### config.mk
export PLATFORM = sky130hd
export DESIGN_NAME = l16_ling_sub_pipe
export DESIGN_NICKNAME = d
export VERILOG_FILES = /design/src/rtl/l16_ling_sub_pipe.sv
export SDC_FILE = /design/constraint.sdc
export NUM_CORES = 1
export LEC_CHECK = 0
export CORE_MARGIN = 5
export CORE_UTILIZATION = 25
export DETAILED_ROUTE_END_ITERATION = 10
export DONT_BUFFER_PORTS = 1
export SYNTH_ARGS = -nofsm -noshare
export SYNTH_HDL_FRONTEND = slang
export SYNTH_SLANG_ARGS = --single-unit
### constraint.sdc
create_clock -name clk -period 4.3 [get_ports clk]
set_input_delay 0 -clock clk [delete_from_list [all_inputs] [get_ports clk]]
set_output_delay 0 -clock clk [all_outputs]
set_load 0.01 [all_outputs]
### src/rtl/l16_ling_sub_pipe.sv
// l16_ling_sub_pipe: two-stage pipelined 16-bit ones'-complement add/subtract
// built on a sparse-2, radix-4 Ling prefix network with end-around carry.
// The carry chain is made cyclic, so the end-around carry falls out of the
// prefix tree directly and a + bb == 0xFFFF stays as -0 (0xFFFF).
module l16_ling_sub_pipe #(
  parameter int WIDTH = 16
) (
  input  logic             clk,
  input  logic             rst_n,
  input  logic             in_valid,
  output logic             in_ready,
  input  logic [WIDTH-1:0] a,
  input  logic [WIDTH-1:0] b,
  input  logic             op,
  output logic             out_valid,
  input  logic             out_ready,
  output logic [WIDTH-1:0] result,
  output logic             zero,
  output logic             ovf
);

  localparam int NP = WIDTH / 2;  // number of bit pairs / odd Ling nodes

  // Operand transform and per-bit generate/propagate/half-sum.
  logic [WIDTH-1:0] bb, g, p, x;
  assign bb = op ? ~b : b;
  assign g  = a & bb;
  assign p  = a | bb;
  assign x  = a ^ bb;

  // Stage-1 combinational: 4-bit Ling pseudo-carry at odd bits, 4-bit
  // propagate at even bits, both with cyclic wrap-around.
  logic [NP-1:0] h1, pr1, g_ev;
  genvar gi;
  generate
    for (gi = 0; gi < NP; gi++) begin : g_stage1
      localparam int I  = 2 * gi + 1;
      localparam int I1 = (I + WIDTH - 1) % WIDTH;
      localparam int I2 = (I + WIDTH - 2) % WIDTH;
      localparam int I3 = (I + WIDTH - 3) % WIDTH;
      localparam int J  = 2 * gi;
      localparam int J1 = (J + WIDTH - 1) % WIDTH;
      localparam int J2 = (J + WIDTH - 2) % WIDTH;
      localparam int J3 = (J + WIDTH - 3) % WIDTH;
      assign h1[gi]   = g[I] | g[I1] | (p[I1] & g[I2]) | (p[I1] & p[I2] & g[I3]);
      assign pr1[gi]  = p[J] & p[J1] & p[J2] & p[J3];
      assign g_ev[gi] = g[J];
    end
  endgenerate

  // Stage-1 pipeline registers.
  logic             s1_valid_q, s1_valid_d;
  logic [WIDTH-1:0] x_q, x_d, p_q, p_d;
  logic [NP-1:0]    h1_q, h1_d, pr1_q, pr1_d, g_ev_q, g_ev_d;
  logic             a_msb_q, a_msb_d, bb_msb_q, bb_msb_d;

  // Stage-2 combinational: full-span cyclic Ling carries at odd bits, then
  // the sparse-2 sum, where each pair recovers its inner carry locally.
  logic [NP-1:0]    h2, cin;
  logic [WIDTH-1:0] sum;
  generate
    for (gi = 0; gi < NP; gi++) begin : g_stage2
      localparam int K2  = (gi + NP - 2) % NP;
      localparam int K4  = (gi + NP - 4) % NP;
      localparam int K6  = (gi + NP - 6) % NP;
      localparam int KM1 = (gi + NP - 1) % NP;
      localparam int PB  = (2 * gi + WIDTH - 1) % WIDTH;
      localparam int E   = 2 * gi;
      localparam int O   = 2 * gi + 1;
      assign h2[gi]  = h1_q[gi]
                     | (pr1_q[gi] & h1_q[K2])
                     | (pr1_q[gi] & pr1_q[K2] & h1_q[K4])
                     | (pr1_q[gi] & pr1_q[K2] & pr1_q[K4] & h1_q[K6]);
      // Real carry into the even bit of this pair: c = p & H at bit below.
      assign cin[gi] = p_q[PB] & h2[KM1];
      assign sum[E]  = x_q[E] ^ cin[gi];
      assign sum[O]  = x_q[O] ^ (g_ev_q[gi] | (p_q[E] & cin[gi]));
    end
  endgenerate

  // Stage-2 pipeline registers (these are the outputs).
  logic             s2_valid_q, s2_valid_d;
  logic [WIDTH-1:0] res_q, res_d;
  logic             zero_q, zero_d, ovf_q, ovf_d;

  // Elastic handshake: a stage advances when downstream takes or it is empty.
  logic s1_adv, s2_adv;
  assign s2_adv   = out_ready | ~s2_valid_q;
  assign s1_adv   = s2_adv | ~s1_valid_q;
  assign in_ready = s1_adv;

  // Next-state: load on transfer, otherwise hold payload stable.
  always_comb begin
    s1_valid_d = s1_valid_q;
    x_d        = x_q;
    p_d        = p_q;
    h1_d       = h1_q;
    pr1_d      = pr1_q;
    g_ev_d     = g_ev_q;
    a_msb_d    = a_msb_q;
    bb_msb_d   = bb_msb_q;
    s2_valid_d = s2_valid_q;
    res_d      = res_q;
    zero_d     = zero_q;
    ovf_d      = ovf_q;
    if (s1_adv) begin
      s1_valid_d = in_valid;
      if (in_valid) begin
        x_d      = x;
        p_d      = p;
        h1_d     = h1;
        pr1_d    = pr1;
        g_ev_d   = g_ev;
        a_msb_d  = a[WIDTH-1];
        bb_msb_d = bb[WIDTH-1];
      end
    end
    if (s2_adv) begin
      s2_valid_d = s1_valid_q;
      if (s1_valid_q) begin
        res_d  = sum;
        zero_d = (sum == '0) | (sum == '1);
        ovf_d  = (a_msb_q == bb_msb_q) & (sum[WIDTH-1] != a_msb_q);
      end
    end
  end

  // State registers with asynchronous active-low clear.
  always_ff @(posedge clk or negedge rst_n) begin
    if (!rst_n) begin
      s1_valid_q <= 1'b0;
      x_q        <= '0;
      p_q        <= '0;
      h1_q       <= '0;
      pr1_q      <= '0;
      g_ev_q     <= '0;
      a_msb_q    <= 1'b0;
      bb_msb_q   <= 1'b0;
      s2_valid_q <= 1'b0;
      res_q      <= '0;
      zero_q     <= 1'b0;
      ovf_q      <= 1'b0;
    end else begin
      s1_valid_q <= s1_valid_d;
      x_q        <= x_d;
      p_q        <= p_d;
      h1_q       <= h1_d;
      pr1_q      <= pr1_d;
      g_ev_q     <= g_ev_d;
      a_msb_q    <= a_msb_d;
      bb_msb_q   <= bb_msb_d;
      s2_valid_q <= s2_valid_d;
      res_q      <= res_d;
      zero_q     <= zero_d;
      ovf_q      <= ovf_d;
    end
  end

  assign out_valid = s2_valid_q;
  assign result    = res_q;
  assign zero      = zero_q;
  assign ovf       = ovf_q;

endmodule

==> summary.txt, run 1 <==
most frequent cell after synthesis - dfrtp_1
cell mode on critical path - or4_1
area of the core - 0.01784 mm^2
area delta synth->final - 17.63%
Startpoint Class - flip-flop
crit path kind - reg2reg
Max Cap Viol - 0
# diodes - 0
Layout Skew - 0.008477 ns
Fillers - 1834
Main synth FF type - dfrtp_1
f_max - 383.9 MHz
clock latency on the worst-skew pair - 0.34 ns
Slew @ Worst Pin - 0.5380 ns
Post-Syn Area - 0.004506 mm^2
CP required - 4.56 ns
DR vias/cell - 4.832
setup violators final - 0
max incr delay on CP - 0.53 ns
worst vdd ir - 0.2509 mV
Chip Width - 144.2 um
Post-synth EDFFs - 0
worst setup margin - 1.695 ns
Slew Limit Headroom - 64.01%
Avg Inst Size Synth - 9.881 um^2
Mapped Cells - 456
Routed WL per cell - 16.77 um
Unique masters post-synth - 29
gr ovfl total - 0
sequential-to-total area share from yosys stat - 43.32%
Setup crit end kind - flip-flop
crit-path max FO - 8
async set-reset flop share out of synthesis - 100.0%
Die Y - 144.2 um
Initial Util - 25.25%
post-detail-place hpwl - 9.058 mm
I/O Buffers - 0
largest net degree at the start of global routing - 79
post-placement worst setup slack - 1.721 ns
vias - 3421
share of post-route cells with drive strength above 1 - 11.06%
Yosys Warn Count - 0
Worst Hold Class - in2reg
top cells by count, synth - dfrtp_1, nand2_1, inv_1
Cell Chain, Critical Path - a21o_1 > a221oi_2 > o2111ai_1 > or4_1 > or4_1 > a31oi_1
top-area cell type share of the netlist area - 43.32%
Final Cycle Share - 60.58%
clk root buf - clkbuf_16
top cells by area, synth - dfrtp_1, ha_1, mux2_2, o21ai_0, xor2_1
vias in the first global route - 3565
Tmin final - 2.605 ns
cell row count - 49
static leakage - 0.002410 uW
count of final max-slew check failures - 0
CTS Buf Count - 9
H-Tree Depth - 3
Sink Count - 78
status - finished clean
Ports - 57
#FFs+latches synth - 78
DRC errors left - 0
Mapped Nets - 525
RSZ-0062 raised after global routing - false
Initial DRC Count - 246
Clk pin slew, worst setup/hold paths - 0.06 ns
gp weighted congestion - 0.8328
gr usage total - 12.07%
Antenna Violating Nets Remaining - 0
final net count - 543
Final Hold Fails - 0
WP data arrival - 2.86 ns
setup TNS - 0 ns
Min Hold Slack - 0.01344 ns
Synth area leader - dfrtp_1
deepest clock path buffer count - 2
total length of routed wires - 11.88 mm
CTS tree - yes
initial antenna violation count - 0
first-pass GRT wire length - 19.38 mm
Die Area - 0.02081 mm^2
CP top delay family - simple AND/OR/NAND/NOR gates
Initial DRT Pass Iterations - 5
Slowest cell on crit path - or4_1
pwr dens - 490.7 mW/mm^2
WP buf/inv - 0
-- power breakdown --
| group | internal [uW] | total (uW) | switching (uW) |
|---|---|---|---|
| Sequential | 911 | 1140 | 231 |
| Combinational | 284 | 609 | 326 |
| Clock | 555 | 849 | 294 |
| Total | 1750 | 2600 | 851 |
-- cells in the final DEF (no fill, tap or decap), types with 3 or more instances in the layout --
| cell | instances |
|---|---|
| o21ai_0 | 42 |
| o2111ai_1 | 4 |
| a311o_1 | 8 |
| xor2_1 | 23 |
| nand2_1 | 44 |
| dlygate4sd3_1 | 18 |
| nand4_1 | 16 |
| inv_1 | 44 |
| nor2_1 | 19 |
| and3b_1 | 8 |
| ha_1 | 32 |
| a21o_1 | 8 |
| a21oi_1 | 8 |
| a221oi_1 | 6 |
| nand2b_1 | 12 |
| nor3_1 | 8 |
| clkbuf_16 | 9 |
| or2b_1 | 3 |
| dfrtp_1 | 78 |
| nor3b_1 | 8 |
| a22oi_1 | 8 |
| clkbuf_8 | 3 |
| or4_1 | 14 |
| and3_1 | 8 |
| mux2_2 | 32 |
-- per-layer routing --
layer,track usage [%],vias up,wire [um]
met2,19.50,72,5656
met3,3.770,13,606
met5,0,-,0
met1,15.67,1687,5432
met4,3.338,0,179
li1,-,1649,-
-- worst register-to-register path: stages, from the launching register on --
cell	delay, ns
dfrtp_1	0.45
a21o_1	0.28
a221oi_2	0.27
o2111ai_1	0.29
or4_1	0.53
or4_1	0.53
a31oi_1	0.18
-- final timing paths --
check / slack [ns] / startpoint / endpoint / cells past startpoint
max: 1.70 / pr1_q[6] / zero / 6
min: 0.01 / a[11] / x_q[11] / 3
max reg2reg: 1.70 / pr1_q[6] / zero / 6
min reg2reg: 0.51 / p_q[2] / p_q[2] / 2
max in group asynchronous: 3.75 / rst_n / x_q[10] / 2
min in group asynchronous: 0.24 / rst_n / zero / 2
-- layout make-up --
class / count / area (um^2) / area share, %
clock inverters: 3 / 65.06 / 1.228
repair buffers: 21 / 222.7 / 4.202
flip-flops and latches: 78 / 1952 / 36.83
well taps: 229 / 286.5 / 5.406
inverters: 44 / 165.2 / 3.116
multi-input cells: 320 / 2338 / 44.12
clock buffers: 13 / 270.3 / 5.099
-- through the flow --
stage               power (uW)  std cells  instance area [um^2]  util, %
floorplan                 1525        456                  4506        -
global placement          1707        673                  4757    26.66
detailed placement        1735        673                  4757    26.66
CTS                       2629        708                  5300    29.71
global route              2757        708                  5300    29.71
finish                    2601        708                  5300    29.71
-- kinds of logic (layout without fill, tap and decap cells) --
kind of cell | after synthesis | in the layout | share of synthesized area [%]
simple gates | 144 | 144 | 17.41
compound gates | 88 | 88 | 12.89
flops | 78 | 78 | 43.32
buf+inv | 58 | 81 | 4.832
fa+ha+maj | 32 | 32 | 8.886
mux | 32 | 32 | 7.998
xor+xnor | 24 | 24 | 4.665
-- sequential cells by signal (all words and copies together), names as in the netlist, 8 cells and up --
signal and flops:
pr1_q 8, result 16, p_q 16, g_ev_q 8, h1_q 8, x_q 16
-- what timing repair did --
action,4_1_cts,5_1_grt
hold endpoints to repair,94,0
hold buffers,19,0
setup buffers,0,0
gates resized for setup,0,0
No activity file was read; power rests on OpenSTA's default activity.
==> run 2: changes to the inputs <==
clock period = 2.2 ns   (was 4.3 ns; I/O delays follow)
==> run 2 against run 1 <==
  * The run now ends with setup timing left
  * Routed wire length is 6.7% higher
  * Core utilization is 3.2 points higher
  * Sequential power is 89% higher
  * Combinational power grew to 3.0 times the previous value
  * Via count is 7.7% higher
  * Register-to-register slack worse by 1.9 ns
==> summary.txt, run 2 (synthesized netlist as in run 1, its figures left out) <==
Slew @ Worst Pin - 0.5139 ns (-0.02409 ns)
WP data arrival - 2.66 ns (-0.20 ns)
DR vias/cell - 4.786 (-0.96%)
R2R cell count - 6 (unchanged)
H-Tree Depth - 3 (unchanged)
Routed WL per cell - 16.46 um (-1.9%)
Cell Chain, Critical Path - a21o_4 > a221oi_2 > nand4_1 > or4_1 > or4_1 > a31oi_1
worst setup margin - -0.1860 ns (-1.881 ns)
Chip Width - 144.2 um (unchanged)
f_max - 419.1 MHz (+9.2%)
Initial Util - 25.25% (unchanged)
CTS Buf Count - 9 (unchanged)
I/O Buffers - 0 (unchanged)
Multi-input gate area - 0.002436 mm^2 (+4.2%)
Final Hold Fails - 0 (unchanged)
clock latency on the worst-skew pair - 0.35 ns (about the same)
static leakage - 0.002727 uW (+13%)
share of post-route cells with drive strength above 1 - 24.77% (+14 points)
most frequent cells in the layout - dfrtp_1, buf_4, inv_1, nand2_1, o21ai_0
Finished Cell Area - 0.005872 mm^2 (+11%)
commonest non-fill, non-tap cell in the layout - dfrtp_1
Worst Hold Class - in2reg
Clk pin slew, worst setup/hold paths - 0.06 ns (about the same)
status - finished with violations
Slowest cell on crit path - or4_1
Initial DRT Pass Iterations - 5 (unchanged)
Setup crit end kind - flip-flop
CTS tree - yes
pwr dens - 954.1 mW/mm^2 (+94%)
setup violators final - 1 (+1)
area delta synth->final - 30.32%
Post-Place Cell Area - 0.005265 mm^2 (+11%)
deepest clock path buffer count - 2 (unchanged)
# diodes - 0 (unchanged)
Reg2Reg Setup Slack - -0.19 ns (-1.88 ns)
clk root buf - clkbuf_16
setup TNS - -0.1860 ns (-0.1860 ns)
Sink Count - 78 (unchanged)
Max Cap Viol - 0 (unchanged)
CP required - 2.47 ns (-2.09 ns)
max incr delay on CP - 0.54 ns (about the same)
worst vdd ir - 0.4505 mV (+80%)
Tmin final - 2.386 ns (-0.2188 ns)
first-pass GRT wire length - 20.07 mm (+3.6%)
crit-path max FO - 5 (-3)
failing checks - setup timing
gr ovfl total - 0 (unchanged)
DRC errors left - 0 (unchanged)
beginning of the critical path - h1_q[5]
endpoint of the lowest-slack register-to-register path - zero
Pwr Total - 5602 uW (+120%)
total length of routed wires - 12.67 mm (+6.7%)
FF+latch area - 0.001954 mm^2 (+0.13%)
Startpoint Class - flip-flop
largest net degree at the start of global routing - 79 (unchanged)
Antenna Violating Nets Remaining - 0 (unchanged)
Fillers - 1791 (-2.3%)
RSZ-0062 raised after global routing - true
worst r2r src - h1_q[5]
Slew Limit Headroom - 65.74% (+1.7 points)
Die Y - 144.2 um (unchanged)
final net count - 606 (+12%)
count of final max-slew check failures - 0 (unchanged)
post-detail-place hpwl - 9.879 mm (+9.1%)
crit path to - zero
crit path kind - reg2reg
Worst Hold Launch - a[14]
Initial DRC Count - 245 (-0.41%)
Ports - 57 (unchanged)
gp weighted congestion - 0.8374 (+0.55%)
vias - 3685 (+7.7%)
initial antenna violation count - 0 (unchanged)
Final Cycle Share - 108.5% (+48 points)
Die Area - 0.02081 mm^2 (unchanged)
final core utilization - 32.91% (+3.2 points)
vias in the first global route - 3822 (+7.2%)
cell row count - 49 (unchanged)
gr usage total - 12.53% (+0.46 points)
cell mode on critical path - or4_1
Layout Skew - 0.009049 ns (+0.0005720 ns)
area of the core - 0.01784 mm^2 (unchanged)
-- run 2: cell count changes in the layout (fill, tap and decap cells not counted), sizes merged --
cell / previous run / this run
buf: 3 / 67
clkbuf: 13 / 12
clkinv: 1 / 0
clkinvlp: 0 / 1
dlygate4sd3: 18 / 17
-- run 2: worst min-delay path by stage --
stage | depth (start not counted) | endpoint | slack, ns
floorplan | 0 | a_msb_q | -0.30
global placement | 0 | out_valid | -0.29
detailed placement | 0 | out_valid | -0.29
CTS | 2 | g_ev_q[7] | 0.003
global route | 3 | x_q[1] | 0.03
finish | 2 | g_ev_q[7] | 0.009
-- run 2: power breakdown --
part | switching, uW | internal [uW] | leakage [uW]
Sequential | 375 | 1780 | 0.000931
Clock | 578 | 1050 | 0.000155
Combinational | 853 | 964 | 0.00164
Total | 1810 | 3800 | 0.00273
-- run 2: final cells by class --
type	instances	share of cell area, %
clock inverter	3	1.151
inverter	44	2.813
clock buffer	12	4.368
multi-input combinational	320	41.49
timing repair buffer	84	12.02
tap	229	4.880
sequential	78	33.28
-- run 2: timing repair --
item                                    4_1_cts  5_1_grt
pin swaps                                     4        1
hold buffers                                 18        0
gates resized for setup                       9        3
buffers inserted                              3        0
endpoints found under the hold margin        93        0
endpoints found under the setup margin        1        1
-- run 2: worst max-delay path: cells and delay by family, from the launching register on --
kind	cells	cell delay, ns
AO/OA/AOI/OAI	3	0.68
flip-flops	1	0.43
AND/OR/NAND/NOR	3	1.20
-- run 2: stage by stage --
step / hold slack (ns) / setup slack, ns / cells
final: 0.008618 / -0.1860 / 770
after global routing: 0.02951 / -0.2232 / 770
after CTS: 0.003386 / -0.1455 / 770
after detailed placement: -0.2935 / -0.1998 / 734
after global placement: -0.2929 / -0.1910 / 734
after floorplan: -0.2956 / -0.05336 / 456
-- run 2: routing by layer --
metal / share of wire (%) / GRT usage, % / up-vias / wire length (um)
li1: - / - / 1779 / -
met2: 46 / 19.70 / 95 / 5804
met1: 44 / 15.69 / 1778 / 5636
met3: 6.0 / 4.167 / 33 / 755
met4: 3.8 / 5.596 / 0 / 476
met5: 0 / 0 / - / 0
==> run 3: changes to the inputs <==
CORE_UTILIZATION = 58   (was 25)
PLACE_DENSITY = 0.76   (was unset)
==> run 3 against run 2 <==
  * The flow still finishes with violations (setup timing)
  * Sequential share of layout area rose by 1.6 points
  * First-iteration DRC count fell by 8.2%
  * Clock skew fell by 0.0012 ns
  * Worst hold slack got worse by 0.0011 ns
  * Critical path depth did not move
  * Die area fell by 54%
  * Count of clock-buffer cells in the layout fell by 2
  * Power fell by 8.4%
  * Highest routed layer unchanged
==> summary.txt, run 3 (synthesized netlist as in run 1, its figures left out) <==
static leakage - 0.002697 uW (-1.1%)
Die Y - 98.14 um (-32%)
Reg2Reg Setup Slack - -0.19 ns (about the same)
Max Cap Viol - 0 (unchanged)
final net count - 609 (+0.50%)
Tmin final - 2.391 ns (+0.004820 ns)
R2R cell count - 6 (unchanged)
status - finished with violations
Final Hold Fails - 0 (unchanged)
vias - 3723 (+1.0%)
deepest clock path buffer count - 2 (unchanged)
cell mode on critical path - or4_1
DRC errors left - 0 (unchanged)
vias in the first global route - 3869 (+1.2%)
total length of routed wires - 11.39 mm (-10%)
# diodes - 0 (unchanged)
crit-path max FO - 5 (unchanged)
pwr dens - 916.8 mW/mm^2 (-3.9%)
clk root buf - clkbuf_8
clock latency on the worst-skew pair - 0.36 ns (about the same)
commonest non-fill, non-tap cell in the layout - dfrtp_1
setup violators final - 1 (unchanged)
Die Area - 0.009630 mm^2 (-54%)
Cell Chain, Critical Path - a21o_1 > a221oi_2 > nand4_1 > or4_1 > or4_1 > a31oi_1
RSZ-0062 raised after global routing - true
worst r2r src - pr1_q[2]
Worst Hold Path EP - p_q[5]
area delta synth->final - 24.30%
gr ovfl total - 0 (unchanged)
hold path depth - 3 (+1)
Layout Skew - 0.007891 ns (-0.001158 ns)
Slew @ Worst Pin - 0.4930 ns (-0.02086 ns)
initial antenna violation count - 0 (unchanged)
Chip Width - 98.14 um (-32%)
f_max - 418.3 MHz (-0.20%)
area of the core - 0.007647 mm^2 (-57%)
Initial Util - 58.92% (+34 points)
I/O Buffers - 0 (unchanged)
post-detail-place hpwl - 8.437 mm (-15%)
largest net degree at the start of global routing - 93 (+18%)
CP required - 2.48 ns (about the same)
Antenna Violating Nets Remaining - 0 (unchanged)
Clk pin slew, worst setup/hold paths - 0.08 ns (+0.02 ns)
failing checks - setup timing
met1 usage in global routing - 29.42% (+14 points)
Slowest cell on crit path - or4_1
DR vias/cell - 5.754 (+20%)
Most Crowded Layer GR - met2
Ports - 57 (unchanged)
Fillers - 535 (-70%)
worst setup margin - -0.1909 ns (-0.004820 ns)
grt met3 use - 5.786% (+1.6 points)
Startpoint Class - flip-flop
Routed WL per cell - 17.60 um (+6.9%)
setup TNS - -0.1909 ns (-0.004820 ns)
max incr delay on CP - 0.52 ns (-0.02 ns)
CTS tree - yes
H-Tree Depth - 3 (unchanged)
Slew Limit Headroom - 67.13% (+1.4 points)
Initial DRC Count - 225 (-8.2%)
gr usage total - 24.46% (+12 points)
first-pass GRT wire length - 18.82 mm (-6.3%)
Setup crit end kind - flip-flop
crit path kind - reg2reg
endpoint of the lowest-slack register-to-register path - zero
gp weighted congestion - 0.8283 (-1.1%)
Worst Hold Launch - a[5]
grt met2 use - 41.88% (+22 points)
Pwr Total - 5135 uW (-8.4%)
count of final max-slew check failures - 0 (unchanged)
share of post-route cells with drive strength above 1 - 23.49% (-1.3 points)
worst vdd ir - 0.5111 mV (+13%)
cell row count - 32 (-35%)
most frequent cells in the layout - dfrtp_1, buf_4, inv_1, nand2_1, o21ai_0
Final Cycle Share - 108.7% (+0.22 points)
Sink Count - 78 (unchanged)
WP data arrival - 2.67 ns (about the same)
Worst Hold Class - in2reg
CTS Buf Count - 9 (unchanged)
Initial DRT Pass Iterations - 4 (-1)
-- run 3: area by class of cell --
| type | instances | area, um^2 | area share, % |
|---|---|---|---|
| clock inverters | 6 | 86.33 | 1.542 |
| flip-flops and latches | 78 | 1952 | 34.85 |
| well taps | 102 | 127.6 | 2.279 |
| clock buffers | 10 | 127.6 | 2.279 |
| inverters | 44 | 165.2 | 2.949 |
| multi-input cells | 320 | 2406 | 42.96 |
| repair buffers | 87 | 735.7 | 13.14 |
-- run 3: per-stage QoR --
step                instances  area, um^2  setup WS, ns  hold slack [ns]  utilization, %
floorplan                 456        4543      -0.05336          -0.2956               -
CTS                       646        5593       -0.1194         0.007580           73.13
global placement          605        5091       -0.1477          -0.2927           66.57
detailed placement        605        5091       -0.1571          -0.2925           66.57
global route              647        5600       -0.3209          0.01857           73.23
finish                    647        5600       -0.1909         0.007518           73.23
-- run 3: layer usage --
layer	up-vias	routed length (um)
li1	1782	-
met1	1817	4782
met5	-	0
met4	0	312
met3	28	658
met2	96	5634
-- run 3: how the worst max path moves through the flow --
stage,start,endpoint,slack (ns),depth (start not counted)
after floorplan,pr1_q[1],zero,-0.05,6
after global placement,h1_q[5],zero,-0.15,8
after detailed placement,h1_q[5],zero,-0.16,8
after CTS,h1_q[1],zero,-0.12,6
after global routing,h1_q[1],zero,-0.32,6
final,pr1_q[2],zero,-0.19,6
-- run 3: what timing repair did --
item,4_1_cts,5_1_grt
endpoints found under the setup margin,1,1
hold endpoints to repair,97,0
resized for setup,5,0
pin swaps,8,1
hold buffers,21,0
setup buffers,4,1
-- run 3: power breakdown --
group          internal (uW)  total (uW)  switching, uW
Sequential              1780        2150            369
Clock                    637        1180            544
Combinational            967        1810            840
Total                   3380        5130           1750
-- run 3: worst max-delay path, delay by kind of cell (launching register included) --
family / cells / cell delay [ns]
AND/OR/NAND/NOR: 3 / 1.21
AO/OA/AOI/OAI: 3 / 0.71
flip-flops: 1 / 0.38
